===== config.mk =====
export PLATFORM = sky130hd
export DESIGN_NAME = if_fetch_stage_flat
export DESIGN_NICKNAME = d
export VERILOG_FILES = /design/src/rtl/if_fetch_stage_if.sv /design/src/rtl/if_fetch_stage.sv /design/src/flat_wrapper.sv
export SDC_FILE = /design/constraint.sdc
export NUM_CORES = 1
export LEC_CHECK = 0
export ABC_AREA = 1
export CAP_MARGIN = 10
export CORE_AREA = 2 2 118 120
export CTS_BUF_LIST = sky130_fd_sc_hd__clkbuf_4
export DETAILED_ROUTE_END_ITERATION = 7
export DIE_AREA = 0 0 120 122
export PLACE_DENSITY = 0.92
export SYNTH_ARGS = -nofsm -noshare
export SYNTH_HDL_FRONTEND = slang
export SYNTH_SLANG_ARGS = --single-unit
export TNS_END_PERCENT = 1

===== constraint.sdc =====
create_clock -name clk -period 1.9 [get_ports clk]
set_input_delay 0.285 -clock clk [delete_from_list [all_inputs] [get_ports clk]]
set_output_delay 0.285 -clock clk [all_outputs]
set_load 0.05 [all_outputs]

===== src/rtl/if_fetch_stage_if.sv =====
// Bundle of ROM, hazard/redirect and IF/ID signals of the instruction-fetch stage.
// The master modport is the fetch stage's view. The slave modport is the view of the ROM and the downstream pipeline.
interface if_fetch_stage_if;
   logic [31:0] rom_addr;
   logic [31:0] rom_data;
   logic        stall;
   logic        flush;
   logic        br_taken;
   logic [31:0] br_target;
   logic        jmp_en;
   logic [31:0] jmp_target;
   logic        jr_en;
   logic [31:0] jr_target;
   logic        exc_req;
   logic [31:0] pc;
   logic [31:0] if_id_instr;
   logic [31:0] if_id_pc4;
   logic        if_id_valid;
   logic        fetch_fault;

   modport master (
      output rom_addr,
      input  rom_data,
      input  stall, flush,
      input  br_taken, br_target,
      input  jmp_en, jmp_target,
      input  jr_en, jr_target,
      input  exc_req,
      output pc, if_id_instr, if_id_pc4, if_id_valid, fetch_fault
   );

   modport slave (
      input  rom_addr,
      output rom_data,
      output stall, flush,
      output br_taken, br_target,
      output jmp_en, jmp_target,
      output jr_en, jr_target,
      output exc_req,
      input  pc, if_id_instr, if_id_pc4, if_id_valid, fetch_fault
   );
endinterface


===== src/rtl/if_fetch_stage.sv =====
// MIPS instruction-fetch stage: PC register, next-PC selection and IF/ID pipeline register.
// Optional IF_BOUNDS_CHECK_EN squashes fetches beyond ROM_WORDS and raises fetch_fault.
module if_fetch_stage #(
   parameter logic [31:0] RESET_PC   = 32'h0000_0000,
   parameter logic [31:0] EXC_VECTOR = 32'h8000_0004,
   parameter int unsigned ROM_WORDS  = 32
) (
   input logic            clk,
   input logic            reset,
   if_fetch_stage_if.master bus
);

   logic [31:0] pc_q, pc_d;
   logic [31:0] instr_q, instr_d;
   logic [31:0] pc4_q, pc4_d;
   logic        valid_q, valid_d;
   logic        fault_q, fault_d;
   logic [31:0] pc_plus4_s;
   logic        redirect_s;
   logic        squash_s;
   logic        oob_s;

   assign pc_plus4_s = pc_q + 32'd4;
   assign redirect_s = bus.exc_req | bus.jr_en | bus.br_taken | bus.jmp_en;
   assign squash_s   = redirect_s | bus.flush;

`ifdef IF_BOUNDS_CHECK_EN
   logic [29:0] word_idx_s;

   // In kernel space pc[31] is only the segment bit, so it does not count toward the word index.
   assign word_idx_s = {(EXC_VECTOR[31] ? 1'b0 : pc_q[31]), pc_q[30:2]};
   assign oob_s      = ({2'b00, word_idx_s} >= ROM_WORDS);
`else
   logic rom_words_unused_s;

   assign rom_words_unused_s = ^ROM_WORDS;
   assign oob_s              = 1'b0;
`endif

   // Next-PC selection: redirects in priority order, then stall, then sequential fetch.
   always_comb begin
      pc_d = pc_plus4_s;
      if (bus.exc_req) begin
         pc_d = EXC_VECTOR;
      end else if (bus.jr_en) begin
         pc_d = bus.jr_target;
      end else if (bus.br_taken) begin
         pc_d = bus.br_target;
      end else if (bus.jmp_en) begin
         pc_d = bus.jmp_target;
      end else if (bus.stall) begin
         pc_d = pc_q;
      end else begin
         pc_d = pc_plus4_s;
      end
   end

   // IF/ID next state: squash on flush/redirect, hold on stall, bubble on an out-of-range fetch.
   always_comb begin
      instr_d = instr_q;
      pc4_d   = pc4_q;
      valid_d = valid_q;
      fault_d = fault_q;
      if (squash_s) begin
         instr_d = 32'h0000_0000;
         pc4_d   = 32'h0000_0000;
         valid_d = 1'b0;
         fault_d = 1'b0;
      end else if (bus.stall) begin
         instr_d = instr_q;
         pc4_d   = pc4_q;
         valid_d = valid_q;
         fault_d = fault_q;
      end else if (oob_s) begin
         instr_d = 32'h0000_0000;
         pc4_d   = 32'h0000_0000;
         valid_d = 1'b0;
         fault_d = 1'b1;
      end else begin
         instr_d = bus.rom_data;
         pc4_d   = pc_plus4_s;
         valid_d = 1'b1;
         fault_d = 1'b0;
      end
   end

   // State registers with asynchronous active-low reset.
   always_ff @(posedge clk or negedge reset) begin
      if (!reset) begin
         pc_q    <= RESET_PC;
         instr_q <= 32'h0000_0000;
         pc4_q   <= 32'h0000_0000;
         valid_q <= 1'b0;
         fault_q <= 1'b0;
      end else begin
         pc_q    <= pc_d;
         instr_q <= instr_d;
         pc4_q   <= pc4_d;
         valid_q <= valid_d;
         fault_q <= fault_d;
      end
   end

   assign bus.rom_addr    = pc_q;
   assign bus.pc          = pc_q;
   assign bus.if_id_instr = instr_q;
   assign bus.if_id_pc4   = pc4_q;
   assign bus.if_id_valid = valid_q;
   assign bus.fetch_fault = fault_q;

endmodule


===== src/flat_wrapper.sv =====
// flat-port wrapper written by rule: the top's interface ports become plain ports
module if_fetch_stage_flat 
#(
   parameter logic [31:0] RESET_PC   = 32'h0000_0000,
   parameter logic [31:0] EXC_VECTOR = 32'h8000_0004,
   parameter int unsigned ROM_WORDS  = 32
)
  (clk, reset, bus_rom_addr, bus_rom_data, bus_stall, bus_flush, bus_br_taken, bus_br_target, bus_jmp_en, bus_jmp_target, bus_jr_en, bus_jr_target, bus_exc_req, bus_pc, bus_if_id_instr, bus_if_id_pc4, bus_if_id_valid, bus_fetch_fault);
  if_fetch_stage_if bus_i ();
  input logic clk;
  input logic reset;
  output wire logic [$bits(bus_i.rom_addr)-1:0] bus_rom_addr;
  input wire logic [$bits(bus_i.rom_data)-1:0] bus_rom_data;
  input wire logic [$bits(bus_i.stall)-1:0] bus_stall;
  input wire logic [$bits(bus_i.flush)-1:0] bus_flush;
  input wire logic [$bits(bus_i.br_taken)-1:0] bus_br_taken;
  input wire logic [$bits(bus_i.br_target)-1:0] bus_br_target;
  input wire logic [$bits(bus_i.jmp_en)-1:0] bus_jmp_en;
  input wire logic [$bits(bus_i.jmp_target)-1:0] bus_jmp_target;
  input wire logic [$bits(bus_i.jr_en)-1:0] bus_jr_en;
  input wire logic [$bits(bus_i.jr_target)-1:0] bus_jr_target;
  input wire logic [$bits(bus_i.exc_req)-1:0] bus_exc_req;
  output wire logic [$bits(bus_i.pc)-1:0] bus_pc;
  output wire logic [$bits(bus_i.if_id_instr)-1:0] bus_if_id_instr;
  output wire logic [$bits(bus_i.if_id_pc4)-1:0] bus_if_id_pc4;
  output wire logic [$bits(bus_i.if_id_valid)-1:0] bus_if_id_valid;
  output wire logic [$bits(bus_i.fetch_fault)-1:0] bus_fetch_fault;
  assign bus_rom_addr = bus_i.rom_addr;
  assign bus_i.rom_data = bus_rom_data;
  assign bus_i.stall = bus_stall;
  assign bus_i.flush = bus_flush;
  assign bus_i.br_taken = bus_br_taken;
  assign bus_i.br_target = bus_br_target;
  assign bus_i.jmp_en = bus_jmp_en;
  assign bus_i.jmp_target = bus_jmp_target;
  assign bus_i.jr_en = bus_jr_en;
  assign bus_i.jr_target = bus_jr_target;
  assign bus_i.exc_req = bus_exc_req;
  assign bus_pc = bus_i.pc;
  assign bus_if_id_instr = bus_i.if_id_instr;
  assign bus_if_id_pc4 = bus_i.if_id_pc4;
  assign bus_if_id_valid = bus_i.if_id_valid;
  assign bus_fetch_fault = bus_i.fetch_fault;
  if_fetch_stage #(.RESET_PC(RESET_PC), .EXC_VECTOR(EXC_VECTOR), .ROM_WORDS(ROM_WORDS)) u_core (.clk(clk), .reset(reset), .bus(bus_i));
endmodule

==> reports/metrics.cfg, run 1 <==
[sta]
tightest_slew_ns = 0.5305
drv_slew = 0
fin_ws_ns = 0.07354
tns_ns = 0
hold_viol_final = 0
finalCriticalPeriod_ns = 1.826
max_freq_ghz = 0.5475
clock_skew_ns = 0.01617
setup_viol_count_final = 0
rsz0062_at_grt = false
finalCritPeriodShare_pct = 96.13
slew_headroom_pct = 64.77

[global_route]
grt_pass1_wl_mm = 31.61
grt_pass1_vias = 6048
grt_overflow = 0
antenna_found_initial = 0
grt_max_degree = 56
track_usage_pct = 27.66

[synth]
synth_top_cell_area_share_pct = 43.93
yosys-top-cells-area = dfrtp_1, nand2_1, a32o_1
synth.distinct_cells = 38
syn_avg_cell_area_um2 = 7.927
synthFlopType = dfrtp_1
postSynthCellCount = 697
synthArstFlopShare_pct = 100.0
seq_area_frac_synth_pct = 43.93
netlist_area_um2 = 5525
syn_nets = 834
synth_seq_cells = 97
synth_warnings = 0
yosys.area.top_type = dfrtp_1
synth_edf_count = 0

[routing]
wl_per_cell_um = 17.55
wl_met3_mm = 1.941
viasPerCell = 5.313
drc = 0
met1_length_mm = 7.993
routed_wl_mm = 19.99
ant_nets = 0
met2WireLength_mm = 9.583
first_pass_iters = 5
drtIter0Drc = 419
routed.top_layer = met4
via_count = 6051

[die]
io_pins = 266
die-area_um2 = 14640
start_util_pct = 40.92
rows = 43
die_h_um = 122
core-area_um2 = 13500
die_x_um = 120

[placed_design]
dp_slack_ns = -0.05209
dp_hpwl_mm = 15.47
gp_congestion = 0.9625
port_buffers = 264
dp_cells = 1122

[setup_path]
r2r_start = u_core.bus.pc[3]$_DFFE_PN0N_
crit_path_end_kind = primary output
critical_path.max_fanout = 4
start_kind = flip-flop
cp_slowest_cell = dlygate4sd2_1
setup.worst_path.start = u_core.bus.pc[3]$_DFFE_PN0N_
path_cells = buf_4 -> dlygate4sd2_1
path_buf_inv = 2
ff2ff_setup_slack_ns = 0.11
required_ns = 1.62
crit_family = buffers and inverters
critical_path_arrival_ns = 1.54
critPathKind = flip-flop to primary output
slowest_delay_ns = 0.53

[status]
outcome = finished clean

[cts]
clkTransAtPathRegs_ns = 0.16
root_buffer = clkbuf_4
clk_path_buf_depth = 2
post-cts-setup-buffers = 0
tritoncts = done
clock_sinks = 97
cts_buffers = 9
htree_levels = 3
clk_latency_ns = 0.47

[cells_and_area]
diodes = 0
drive_gt1_share_pct = 16.48
layout_commonest_cell = nand2_1
stdcell_count = 1139
area_delta_synth_final_pct = 52.49
nets = 1091
final_cell_mix = nand2_1, clkdlybuf4s50_1, buf_4

[power]
total_power_mw = 4.954
comb_power_share_pct = 29.6
p_sw_mw = 1.717
cell_internal_pwr_mw = 3.237
cellLeakagePower_nw = 4.239
ir_worst_vdd_v = 0.0003497
p_per_area_nw_per_um2 = 588.0
p_seq_share_pct = 45.0
netSwitchingFraction_pct = 34.66
pwr-share-clk_pct = 25.4

[run]
cap_viol_max_count = 0

[worst_hold_path]
hp-class = input port to asynchronous set/reset pin

[stage by stage]
| stage | utilization [%] | instance area, µm² | hold slack [ns] |
|---|---|---|---|
| 2_1_floorplan | - | 5528 | -0.01059 |
| 3_3_place_gp | 61.39 | 8290 | 0.1777 |
| 3_5_place_dp | 61.39 | 8290 | 0.1788 |
| 4_1_cts | 61.98 | 8369 | 0.1867 |
| 5_1_grt | 62.39 | 8426 | 0.2157 |
| 6_report | 62.39 | 8426 | 0.2074 |
[worst reg2reg max path, delay by kind of cell (launching register included)]
kind	cells	cell delay (ns)
fa+ha+maj	1	0.20
buf+inv	1	0.13
flops	1	0.42
simple gates	11	0.98
[registers in the layout, summed over array words and instances (netlist names)]
name / cells
u_core.bus.if_id_pc4: 32
u_core.bus.pc: 32
u_core.bus.if_id_valid: 1
u_core.bus.if_id_instr: 32
[final cells by class]
cell class	count	area, µm²
well taps	180	225.2
multi-input cells	487	2550
inverters	44	165.2
flip-flops and latches	97	2434
clock inverters	7	85.08
fillers	1171	5079
clock buffers	9	67.56
repair buffers	315	2899
[path summary, 6_finish.rpt]
check / depth (start not counted) / end
max in group asynchronous: 3 / u_core.bus.pc[3]$_DFFE_PN0N_
max: 2 / bus_pc[3]
min in group clk: 2 / u_core.bus.if_id_instr[16]$_DFFE_PN0P_
min reg2reg: 2 / u_core.bus.if_id_pc4[21]$_DFFE_PN0P_
min: 2 / u_core.bus.pc[17]$_DFFE_PN0N_
max reg2reg: 13 / u_core.bus.pc[28]$_DFFE_PN0N_
[layer usage]
metal	up-vias	global-route usage [%]
met3	40	7.537
li1	2819	-
met2	308	46.41
met4	0	10.74
met5	-	0
met1	2884	33.96
[synthesized netlist by cell type, types with 4 or more instances]
library cell	count
a21oi_1	4
a221oi_1	22
a32o_1	37
buf_2	12
buf_4	39
clkbuf_1	15
dfrtp_1	97
inv_1	36
inv_2	7
nand2_1	204
nand2_2	5
nand3_1	37
nand3b_1	5
nand4_1	5
nor2_1	88
o21ai_0	22
o21ai_1	10
o22ai_1	10
xnor2_1	5
xor2_1	12
[kinds of logic (layout without fill, tap and decap cells)]
logic type | count (synthesis) | after routing | synth area share, %
adder cells (fa/ha/maj) | 1 | 1 | 0.2264
other | 1 | 1 | 0.06787
AO/OA/AOI/OAI | 115 | 115 | 15.99
buffers and inverters | 113 | 375 | 10.87
AND/OR/NAND/NOR | 353 | 353 | 26.22
XOR/XNOR | 17 | 17 | 2.695
flip-flops | 97 | 97 | 43.93
[timing repair]
action	4_1_cts	5_1_grt
endpoints found under the setup margin	67	18
gates resized for setup	67	17
pin swaps	0	1
hold buffers	1	0
hold endpoints to repair	38	0
[power groups by stage]
stage                     Combinational (mW)  Clock, mW  Sequential (mW)
after global routing                    1.56       1.35             2.24
after global placement                  1.46          0             2.26
after floorplan                        0.600          0             2.46
after CTS                               1.46       1.28             2.22
after detailed placement                1.47          0             2.26
final                                   1.47       1.26             2.23
Note: power is estimated with default switching activity, not from simulation.
==> run 2, diff against run 1 <==
--- a/config.mk
+++ b/config.mk
@@ -12,6 +12,7 @@
 export DETAILED_ROUTE_END_ITERATION = 7
 export DIE_AREA = 0 0 120 122
 export PLACE_DENSITY = 0.92
+export REMOVE_ABC_BUFFERS = 1
 export SYNTH_ARGS = -nofsm -noshare
 export SYNTH_HDL_FRONTEND = slang
 export SYNTH_SLANG_ARGS = --single-unit
==> run 2 against run 1 <==
Against the previous run:
- largest power group unchanged
- combinational power about the same
- critical path type unchanged
- clock-buffer cell count unchanged
- power down 3.3%
==> reports/metrics.cfg, run 2 (synthesis results as in run 1) <==
[cts]
htree_levels = 3
root_buffer = clkbuf_4
cts_buffers = 9
clk_latency_ns = 0.46
clock_sinks = 97
clk_path_buf_depth = 2
tritoncts = done
clkTransAtPathRegs_ns = 0.16

[setup_path]
path_cells = dlygate4sd2_1
slowest_delay_ns = 0.56
critical_path_arrival_ns = 1.48
cp_slowest_cell = dlygate4sd2_1
path_buf_inv = 1
r2r_end = u_core.bus.pc[13]$_DFFE_PN0N_
r2r_start = u_core.bus.pc[4]$_DFFE_PN0N_
rr_worst_depth = 9
start_kind = flip-flop
ff2ff_setup_slack_ns = 0.13
crit_path_end_kind = primary output
crit_family = buffers and inverters
critPathKind = flip-flop to primary output
critical_path.max_fanout = 5
required_ns = 1.62

[sta]
rsz0062_at_grt = true
fin_ws_ns = 0.1305
slew_headroom_pct = 63.46
clock_skew_ns = 0.02080
setup_viol_count_final = 0
drv_slew = 0
holdWs_ns = 0.3705
hold_viol_final = 0
tightest_slew_ns = 0.5481
finalCriticalPeriod_ns = 1.770
finalCritPeriodShare_pct = 93.13
max_freq_ghz = 0.5651

[routing]
routed_wl_mm = 20.00
viasPerCell = 5.304
ant_nets = 0
drc = 0
via_count = 6025
drtIter0Drc = 456
wl_per_cell_um = 17.61
first_pass_iters = 6

[cells_and_area]
drive_gt1_share_pct = 14.44
nets = 1090
area_delta_synth_final_pct = 51.25
fin_area_um2 = 8357
layout_commonest_cell = nand2_1
diodes = 0
final_cell_mix = nand2_1, clkdlybuf4s50_1, dfrtp_1

[global_route]
track_usage_pct = 27.02
grt_overflow = 0
grt-busiest-layer = met2
gr-usage-met3_pct = 6.273
grt_pass1_wl_mm = 30.89
grt_max_degree = 98
antenna_found_initial = 0
grt_pass1_vias = 5969
grt_use_met2_pct = 47.87
met1_usage_pct = 32.85

[die]
die_h_um = 122
die_x_um = 120
rows = 43
start_util_pct = 40.92
die-area_um2 = 14640
io_pins = 266
core-area_um2 = 13500

[placed_design]
gp_congestion = 0.8863
port_buffers = 264
dp_slack_ns = -0.06829
dpl_cell_area_um2 = 8298
dp_hpwl_mm = 15.12

[worst_hold_path]
hp-class = input port to asynchronous set/reset pin

[power]
p_per_area_nw_per_um2 = 573.3
ir_worst_vdd_v = 0.0002760
cellLeakagePower_nw = 4.218
total_power_mw = 4.791

[status]
outcome = finished clean

[run]
cap_viol_max_count = 0

==> run 2: cell types whose count changed in the layout (fill, tap and decap cells not counted), sizes merged <==
| cell | previous run | this run |
|---|---|---|
| dlygate4sd2 | 67 | 77 |
| buf | 113 | 102 |
| inv | 43 | 45 |
| clkinv | 6 | 3 |
| bufinv | 2 | 1 |
==> run 2: layout make-up <==
type                    count  area, µm²
well taps                 180      225.2
flip-flops and latches     97       2429
multi-input cells         487       2510
fillers                  1159       5147
inverters                  44      165.2
clock inverters             5      56.30
clock buffers               9      67.56
repair buffers            314       2904
==> run 2: how the worst max path moves through the flow <==
stage,from,end,slack (ns),cells after the start
4_1_cts,u_core.bus.pc[2]$_DFFE_PN0N_,u_core.bus.pc[20]$_DFFE_PN0N_,0.05,10
6_report,u_core.bus.pc[9]$_DFFE_PN0N_,bus_pc[9],0.13,1
5_1_grt,u_core.bus.pc[4]$_DFFE_PN0N_,u_core.bus.pc[13]$_DFFE_PN0N_,-0.10,9
2_1_floorplan,bus_flush,u_core.bus.if_id_pc4[4]$_DFFE_PN0P_,-0.74,5
3_3_place_gp,bus_jmp_en,u_core.bus.pc[13]$_DFFE_PN0N_,-0.06,8
3_5_place_dp,bus_jmp_en,u_core.bus.pc[13]$_DFFE_PN0N_,-0.07,8
==> run 2: timing repair <==
item,4_1_cts,5_1_grt
endpoints found under the hold margin,97,0
gates cloned,0,0
setup endpoints to repair,77,16
hold buffers,1,0
buffers inserted,0,1
resized for setup,77,5
pin swaps,0,2
==> run 2: worst min-delay path, delay by kind of cell <==
kind,cells,cell delay [ns]
buf+inv,3,1.01
==> run 2: power by group <==
part	internal [mW]	switching [mW]
clock	0.392	0.726
sequential	2.13	0.0888
combinational	0.579	0.880
==> run 2: stage by stage <==
stage / util, % / TNS, ns / instances
after floorplan: - / -41.45 / 628
after global placement: 61.45 / -0.1137 / 1120
after detailed placement: 61.45 / -0.4006 / 1120
after CTS: 61.73 / 0 / 1135
after global routing: 61.88 / -0.3048 / 1136
final: 61.88 / 0 / 1136
==> run 2: metal layers <==
layer	routed length [µm]	up-vias
met5	0	-
met4	406	0
met3	1763	38
li1	-	2828
met2	10020	325
met1	7806	2834
